## src/rtl/md_pkg.sv

```systemverilog
// ---------------------------------------------------------------------------
// md_pkg
// Definitions shared by the HI/LO multiply/divide control block and its
// parent: the 3-bit EX-stage operation code, the control FSM state encoding,
// and a decode helper.
// ---------------------------------------------------------------------------
package md_pkg;

    localparam int MD_DATA_W = 32;

    typedef enum logic [2:0] {
        OP_NOP  = 3'd0,
        OP_MULT = 3'd1,
        OP_DIV  = 3'd2,
        OP_MTHI = 3'd3,
        OP_MTLO = 3'd4,
        OP_MFHI = 3'd5,
        OP_MFLO = 3'd6,
        OP_RSVD = 3'd7
    } md_op_e;

    typedef enum logic [1:0] {
        ST_IDLE     = 2'd0,
        ST_MUL_WAIT = 2'd1,
        ST_DIV_WAIT = 2'd2
    } md_state_e;

    // True for every op that touches HI/LO or the arithmetic units; these
    // are the ops that must wait while a multiply or divide is in flight.
    function automatic logic is_md_op(input md_op_e o);
        case (o)
            OP_MULT, OP_DIV, OP_MTHI, OP_MTLO, OP_MFHI, OP_MFLO: return 1'b1;
            default:                                             return 1'b0;
        endcase
    endfunction

endpackage

```

## src/rtl/hilo_ctrl.sv

```systemverilog
// ---------------------------------------------------------------------------
// hilo_ctrl
// Owns the architectural HI/LO registers and sequences the external
// multiplier and divider for MULT/DIV. MTHI/MTLO write HI/LO directly,
// MFHI/MFLO read them combinationally. While a multiply or divide is
// outstanding, any HI/LO-class op in EX is stalled through md_stall.
//
// Ports
//   clk, reset             clock; asynchronous active-high reset
//   op_valid, op           EX-stage instruction present / operation code
//   rs_val, rt_val         forwarded operands
//   ext_stall              stall from every other pipeline source
//   md_stall               stall request to the hazard unit
//   rdata                  MFHI/MFLO result
//   mul_start/a/b          multiplier start pulse and held operands
//   mul_z, mul_finish      multiplier product and valid pulse
//   mul_hold               multiplier freeze
//   div_start/a/b          divider start pulse and held operands
//   div_q, div_r           divider quotient and remainder
//   div_finish             divider valid pulse
//   hi, lo                 architectural HI/LO
// ---------------------------------------------------------------------------
module hilo_ctrl
    import md_pkg::*;
#(
    parameter int DATA_W = MD_DATA_W
) (
    input  logic                     clk,
    input  logic                     reset,
    input  logic                     op_valid,
    input  md_op_e                   op,
    input  logic [DATA_W-1:0]        rs_val,
    input  logic [DATA_W-1:0]        rt_val,
    input  logic                     ext_stall,
    output logic                     md_stall,
    output logic [DATA_W-1:0]        rdata,
    output logic                     mul_start,
    output logic signed [DATA_W-1:0] mul_a,
    output logic signed [DATA_W-1:0] mul_b,
    input  logic [2*DATA_W-1:0]      mul_z,
    input  logic                     mul_finish,
    output logic                     mul_hold,
    output logic                     div_start,
    output logic signed [DATA_W-1:0] div_a,
    output logic signed [DATA_W-1:0] div_b,
    input  logic [DATA_W-1:0]        div_q,
    input  logic [DATA_W-1:0]        div_r,
    input  logic                     div_finish,
    output logic [DATA_W-1:0]        hi,
    output logic [DATA_W-1:0]        lo
);

    md_state_e                state, state_nxt;
    logic                     fire;
    logic [DATA_W-1:0]        hi_nxt, lo_nxt;
    logic signed [DATA_W-1:0] mul_a_p1, mul_b_p1, div_a_p1, div_b_p1;

    // ---- EX stage: decode, stall, start and HI/LO write selection ----
    always_comb begin
        state_nxt = state;
        md_stall  = 1'b0;
        fire      = 1'b0;
        mul_start = 1'b0;
        div_start = 1'b0;
        hi_nxt    = hi;
        lo_nxt    = lo;

        // The finish cycle itself still stalls: HI/LO are only written at
        // its closing edge, so the reader gets them one cycle later.
        md_stall = op_valid && is_md_op(op) && (state != ST_IDLE);
        fire     = op_valid && !ext_stall && !md_stall;

        case (state)
            ST_IDLE: begin
                if (fire) begin
                    case (op)
                        OP_MULT: begin
                            mul_start = 1'b1;
                            state_nxt = ST_MUL_WAIT;
                        end
                        OP_DIV: begin
                            div_start = 1'b1;
                            state_nxt = ST_DIV_WAIT;
                        end
                        OP_MTHI: hi_nxt = rs_val;
                        OP_MTLO: lo_nxt = rs_val;
                        default: ;
                    endcase
                end
            end
            ST_MUL_WAIT: begin
                if (mul_finish) begin
                    hi_nxt    = mul_z[2*DATA_W-1:DATA_W];
                    lo_nxt    = mul_z[DATA_W-1:0];
                    state_nxt = ST_IDLE;
                end
            end
            ST_DIV_WAIT: begin
                // Divide-by-zero results pass through exactly as produced.
                if (div_finish) begin
                    hi_nxt    = div_r;
                    lo_nxt    = div_q;
                    state_nxt = ST_IDLE;
                end
            end
            default: state_nxt = ST_IDLE;
        endcase

        // Starts are outputs of the combinational path; keep them quiet
        // while reset is held so no unit is kicked during reset.
        if (reset) begin
            mul_start = 1'b0;
            div_start = 1'b0;
        end
    end

    always_comb begin
        rdata = '0;
        case (op)
            OP_MFHI: rdata = hi;
            OP_MFLO: rdata = lo;
            default: rdata = '0;
        endcase
    end

    // The multiplier freezes only for outside stalls; freezing it on our
    // own md_stall would stop the very operation md_stall waits on.
    assign mul_hold = ext_stall;

    // Operands are presented straight from rs/rt in the start cycle and
    // from the holding registers for the rest of the operation.
    assign mul_a = mul_start ? $signed(rs_val) : mul_a_p1;
    assign mul_b = mul_start ? $signed(rt_val) : mul_b_p1;
    assign div_a = div_start ? $signed(rs_val) : div_a_p1;
    assign div_b = div_start ? $signed(rt_val) : div_b_p1;

    // ---- Stage boundary: FSM state register ----
    always_ff @(posedge clk or posedge reset) begin
        if (reset) state <= ST_IDLE;
        else       state <= state_nxt;
    end

    // ---- Stage boundary: HI/LO and operand holding registers ----
    always_ff @(posedge clk or posedge reset) begin
        if (reset) begin
            hi       <= '0;
            lo       <= '0;
            mul_a_p1 <= '0;
            mul_b_p1 <= '0;
            div_a_p1 <= '0;
            div_b_p1 <= '0;
        end else begin
            hi <= hi_nxt;
            lo <= lo_nxt;
            if (mul_start) begin
                mul_a_p1 <= $signed(rs_val);
                mul_b_p1 <= $signed(rt_val);
            end
            if (div_start) begin
                div_a_p1 <= $signed(rs_val);
                div_b_p1 <= $signed(rt_val);
            end
        end
    end

endmodule

```

## config.mk

```make
export PLATFORM = sky130hd
export DESIGN_NAME = hilo_ctrl
export DESIGN_NICKNAME = d
export VERILOG_FILES = /design/src/rtl/md_pkg.sv /design/src/rtl/hilo_ctrl.sv
export SDC_FILE = /design/constraint.sdc
export NUM_CORES = 1
export LEC_CHECK = 0
export BUFFER_PORTS_ARGS = -buffer_cell sky130_fd_sc_hd__buf_2
export CAP_MARGIN = 20
export CORE_AREA = 2 2 168 170
export DETAILED_ROUTE_END_ITERATION = 10
export DIE_AREA = 0 0 170 172
export PLACE_DENSITY_LB_ADDON = 0.1
export SLEW_MARGIN = 10
export SYNTH_ARGS = -nofsm -noshare
export SYNTH_HDL_FRONTEND = slang
export SYNTH_SLANG_ARGS = --single-unit
export TNS_END_PERCENT = 5
```

## constraint.sdc

```tcl
create_clock -name clk -period 8.7 [get_ports clk]
set_input_delay 1.305 -clock clk [delete_from_list [all_inputs] [get_ports clk]]
set_output_delay 1.305 -clock clk [all_outputs]
set_load 0.03 [all_outputs]
```

Yosys cells after proc, flatten, opt, wreduce, memory -nomap -nowiden
Index checks and enable logic that the tools add are counted.
{ "totals": {"mem_bits_ro": 0, "latchBits": 0, "mem_bits_rw": 0, "mem_count": 0, "reg_bits": 194, "word_cells": 63, "input_bits": 201} }
{ "op_classes": {"div_mod_pow": 0, "n_bitwise": 0, "muxes": 29, "reduce_logical": 13, "n_eq_ne": 14, "magnitude_cmp": 0, "mul": 0, "shift": 0, "addsub": 0} }
{ "ops": {"columns": ["op", "n"], "rows": [
  ["32-bit 2-to-1 mux", 12],
  ["32-bit case mux with 3 select lines", 2],
  ["32-bit case mux with 2 select lines", 1],
  ["5-bit AND reduction", 2],
  ["3-bit equality test, second input constant", 3],
  ["1-bit 2-to-1 mux", 9],
  ["3-bit by 2-bit equality test with 1-bit output, second input constant", 2],
  ["2-bit 2-to-1 mux", 3],
  ["2-bit inequality test, second input constant", 3],
  ["2-bit case mux with 3 select lines", 1],
  ["6-bit OR reduction", 1],
  ["1-bit logical AND", 4],
  ["2-bit by 1-bit inequality test with 1-bit output, second input constant", 2],
  ["2-bit case mux with 2 select lines", 1],
  ["4-bit AND reduction", 1],
  ["3-bit by 1-bit equality test with 1-bit output, second input constant", 1],
  ["3-bit by 1-bit inequality test with 1-bit output, second input constant", 1],
  ["3-bit nonzero test", 1],
  ["2-bit by 1-bit equality test with 1-bit output, second input constant", 1],
  ["2-bit equality test, second input constant", 1],
  ["1-bit logical NOT", 2],
  ["2-bit logical NOT", 1],
  ["2-bit nonzero test", 1]
]} }

Depth between registers and ports, before layout
{ "depth": {"word_depth": 11, "mapped_depth": 8, "mapped_depth_nobuf": 6} }

Worst setup path before layout
Ideal clock, no wire load.
{ "synth_path": {"path_kind": "input port to output port", "startpoint": "input ext_stall", "endpoint": "output mul_a[22]", "required_time_ps": 7395, "cell_stages": 5, "t_arrival_ps": 2782, "path_slack_ps": 4613, "path_cell_list": "nand2b_1 -> nor4_1 -> buf_2 -> buf_2 -> mux2_2"} }
{ "synth_between": {"elab_chain_len": 7} }
{ "synth_lines": {"columns": ["item", "line_no", "source"], "rows": [
  ["start: declaration", "hilo_ctrl.sv:34", "input logic ext_stall,"],
  ["1-bit logical NOT", "hilo_ctrl.sv:71", "fire = op_valid && !ext_stall && !md_stall;"],
  ["1-bit logical AND (2 in series)", "hilo_ctrl.sv:71", null],
  ["1-bit 2-to-1 mux", "hilo_ctrl.sv:75", "if (fire) begin"],
  ["1-bit 2-to-1 mux", "hilo_ctrl.sv:73", "case (state)"],
  ["1-bit 2-to-1 mux", "hilo_ctrl.sv:111", "if (reset) begin"],
  ["via mul_start", "hilo_ctrl.sv:37", "output logic mul_start,"],
  ["32-bit 2-to-1 mux", null, null],
  ["end: declaration", "hilo_ctrl.sv:38", "output logic signed [DATA_W-1:0] mul_a,"]
]} }
The timed path passes the listed nets, and every way through them passes these cells.

Final worst setup path
{ "layout_path": {"startpoint": "input op[0]", "endpoint": "output div_a[9]"} }
{ "layout_between": {"elab_chain_len": 11} }
{ "layout_lines": {"columns": ["item", "line_no", "source"], "rows": [
  ["start: declaration", "hilo_ctrl.sv:31", "input md_op_e op,"],
  ["3-bit equality test (tied with other cells)", "md_pkg.sv:31", "case (o)"],
  ["6-bit OR reduction", "md_pkg.sv:31", null],
  ["1-bit 2-to-1 mux", "md_pkg.sv:31", null],
  ["1-bit logical AND (2 in series)", "hilo_ctrl.sv:70", "md_stall = op_valid && is_md_op(op) && (state != ST_IDLE);"],
  ["1-bit logical NOT", "hilo_ctrl.sv:71", null],
  ["1-bit logical AND", "hilo_ctrl.sv:71", null],
  ["1-bit 2-to-1 mux *", "hilo_ctrl.sv:75", null],
  ["1-bit 2-to-1 mux *", "hilo_ctrl.sv:73", null],
  ["1-bit 2-to-1 mux *", "hilo_ctrl.sv:111", null],
  ["32-bit 2-to-1 mux *", null, null],
  ["end: declaration", "hilo_ctrl.sv:44", "output logic signed [DATA_W-1:0] div_a,"]
]} }
Mark *: on every way between the ends. The rest lies on a longest branch, timed or not.

==> metrics.yaml <==
power_frac_seq: 0.297
grt_max_degree: 115
rsz0062_at_grt: "no"
instances_no_fill: 1433
drt_iter0_drc: 314
nNetsFinal: 1279
cts_sinks: 194
vias_per_cell: 5.18
fin_crit_ns: 4.71
pwr-share-comb: 0.533
grt_pass1_vias: 7523
crit_chain: "buf_2 > nand2b_1 > nor4_2 > buf_4 > mux2_2 > buf_2"
worst_path_largest_cell_delay_ns: 0.75
netlist_area_um2: 8720
num_io_pins: 429
layout_worst_path_cycle_share: 0.541
grt_usage: 0.210
p_int_uw: 2490
hp-class: "register to register"
ctsHtreeMaxLevel: 4
cp_data_required_time_ns: 7.39
syn_area_per_cell_um2: 12.9
p_sw_frac: 0.478
clockRootBuffer: "clkbuf_16"
worstPathMaxFanout: 65
design_area_um2: 11800
seq_area_frac_synth: 0.557
cts_buffers: 17
clk_pin_slew_ns: 0.08
insertedDiodeCount: 0
postRouteAntennaNets: 0
syn_inst: 678
drive_gt1_frac: 0.562
cp-start-kind: "primary input"
wl_per_cell_um: 21.8
place_hpwl_um: 22200
fp.dieH_um: 172
ctsResizeCount: 0
report.final.slew_viol_count: 0
clkPwrFrac: 0.170
p_total_uw: 4770
critPathKind: "primary input to primary output"
grt_first_pass_wirelength_um: 46100
relSlewSlack: 0.326
drt_wl_total_um: 31300
overflow: 0
critPathSlowestCell: "buf_4"
drc: 0
num_rows: 61
syn_to_final_growth_pct: 35.7
ctsHoldBuffers: 0
dp_cells: 1399
dr.pass1.iters: 7
outcome: "finished, final reports clean"
fin_skew_ns: 0.0138
port_buffers: 428
gp_congestion: 0.749
fp.dieArea_um2: 29200
p_per_area_nw_per_um2: 403
antenna_found_initial: 1
arrival_ns: 3.40
vdd_drop_max_v: 0.000248
max_freq_mhz: 213
place_area_um2: 11200
endpoint_kind: "primary output"
worst_pin_slew_ns: 1.01
hold_viol_final: 0
die_w_um: 170
yosys_warnings: 0
core_um2: 27500
start_util: 0.317
setup_tns_ns: 0
post_cts_buffers: 0
clock_latency_ns: 0.44
clockBufferDepth: 2
tritoncts: "done"
leakage_uw: 0.00610
yosys_register_bits: 194
ys_types: 27
setup_viol: 0
synth_nets: 883
p_sw_uw: 2280
drv_cap: 0
vias: 7419
crit_path_frequent_cell: "buf_2"
-- area by class of cell --
cell class	count	area, um^2
Clock buffer	18	429
Multi-Input combinational cell	416	3630
Sequential cell	194	4850
Clock inverter	14	185
Timing Repair Buffer	439	2260
Tap cell	346	433
Fill cell	2698	15700
Inverter	6	30.0
-- cell usage in the layout (no fill, tap or decap), types with 2 or more instances in the layout --
cell	Yosys	routed
inv_8	0	2
nor2_4	0	2
a21oi_1	66	64
nor4_2	0	2
nand2b_1	4	4
ha_2	0	2
buf_16	0	2
buf_2	16	428
inv_1	5	4
clkinv_8	0	7
o211ai_1	4	4
dfrtp_1	194	194
mux2_2	128	128
a22o_1	97	97
o21bai_1	32	32
nand2_1	3	3
clkbuf_16	0	17
inv_6	0	4
a21oi_4	0	2
nor2_1	4	2
a22oi_1	64	64
buf_4	1	9
-- Yosys cell counts --
| master | number | area [um^2] |
|---|---|---|
| buf_1 | 6 | 22.5 |
| nand3_1 | 1 | 5.00 |
| a22oi_1 | 64 | 480 |
| buf_4 | 1 | 7.51 |
| nor4bb_1 | 1 | 10.0 |
| or4_4 | 1 | 11.3 |
| nor4_1 | 2 | 12.5 |
| nand2b_1 | 4 | 25.0 |
| a211o_1 | 1 | 8.76 |
| inv_2 | 1 | 3.75 |
| or3_1 | 1 | 6.26 |
| nor3_1 | 1 | 5.00 |
| mux2_2 | 128 | 1440 |
| inv_1 | 5 | 18.8 |
| clkbuf_1 | 36 | 135 |
| nor2_1 | 4 | 15.0 |
| a22o_1 | 97 | 850 |
| buf_6 | 3 | 33.8 |
| a222oi_1 | 1 | 10.0 |
| a211o_4 | 1 | 17.5 |
| dfrtp_1 | 194 | 4850 |
| o21bai_1 | 32 | 240 |
| a21oi_1 | 66 | 330 |
| buf_2 | 16 | 80.1 |
| ha_1 | 4 | 50.1 |
| nand2_1 | 3 | 11.3 |
| o211ai_1 | 4 | 30.0 |
-- per-stage QoR --
step / utilization / hold WS, ns / setup slack [ns]
finish: 0.430 / 0.497 / 3.99
global route: 0.430 / 0.510 / 3.91
CTS: 0.428 / 0.501 / 4.00
detailed placement: 0.406 / 0.481 / 4.01
global placement: 0.406 / 0.476 / 4.05
floorplan: - / 0.562 / 2.11
-- routing by layer --
| layer | vias to the layer above | track usage | share of wire |
|---|---|---|---|
| met4 | 2 | 0.0531 | 0.013 |
| li1 | 3393 | - | - |
| met3 | 23 | 0.0609 | 0.086 |
| met2 | 340 | 0.363 | 0.50 |
| met1 | 3661 | 0.258 | 0.41 |
| met5 | - | 0 | 0.00042 |
-- critical path, delay by kind of cell --
| family | cells | cell delay, ns |
|---|---|---|
| buffers and inverters | 3 | 1.06 |
| AND/OR/NAND/NOR | 2 | 0.54 |
| multiplexers | 1 | 0.43 |
-- power groups by stage --
stage | Combinational, uW | Sequential (uW) | Clock (uW)
6_report | 2540 | 1420 | 812
5_1_grt | 2730 | 1460 | 880
3_5_place_dp | 2550 | 1430 | 0
2_1_floorplan | 1520 | 1670 | 0
4_1_cts | 2550 | 1420 | 842
3_3_place_gp | 2530 | 1430 | 0
-- registers in the layout, indices dropped and copies added, names as in the netlist --
| register | cells |
|---|---|
| mul_b_p1 | 32 |
| mul_a_p1 | 32 |
| state | 2 |
| lo | 32 |
| div_a_p1 | 32 |
| div_b_p1 | 32 |
| hi | 32 |
-- cells by family (layout without fill, tap and decap cells) --
kind of cell,count (synthesis),after routing,synth area share
AO/OA/AOI/OAI,266,266,0.226
buffers and inverters,68,477,0.0346
adder cells (fa/ha/maj),4,4,0.00574
AND/OR/NAND/NOR,18,18,0.0116
flip-flops,194,194,0.557
multiplexers,128,128,0.165
-- final timing paths --
check / startpoint / depth (start not counted) / slack (ns) / to
worst max-delay path: op[0] / 6 / 3.99 / div_a[9]
worst min-delay path: div_a_p1[24] / 1 / 0.50 / div_a_p1[24]
worst max register to register: state[0] / 6 / 6.18 / div_a_p1[11]
worst min register to register: div_a_p1[24] / 1 / 0.50 / div_a_p1[24]
max in group asynchronous: reset / 4 / 6.45 / mul_a_p1[26]
min in group asynchronous: reset / 2 / 1.00 / state[1]
Power figures use the tool's default switching activity.
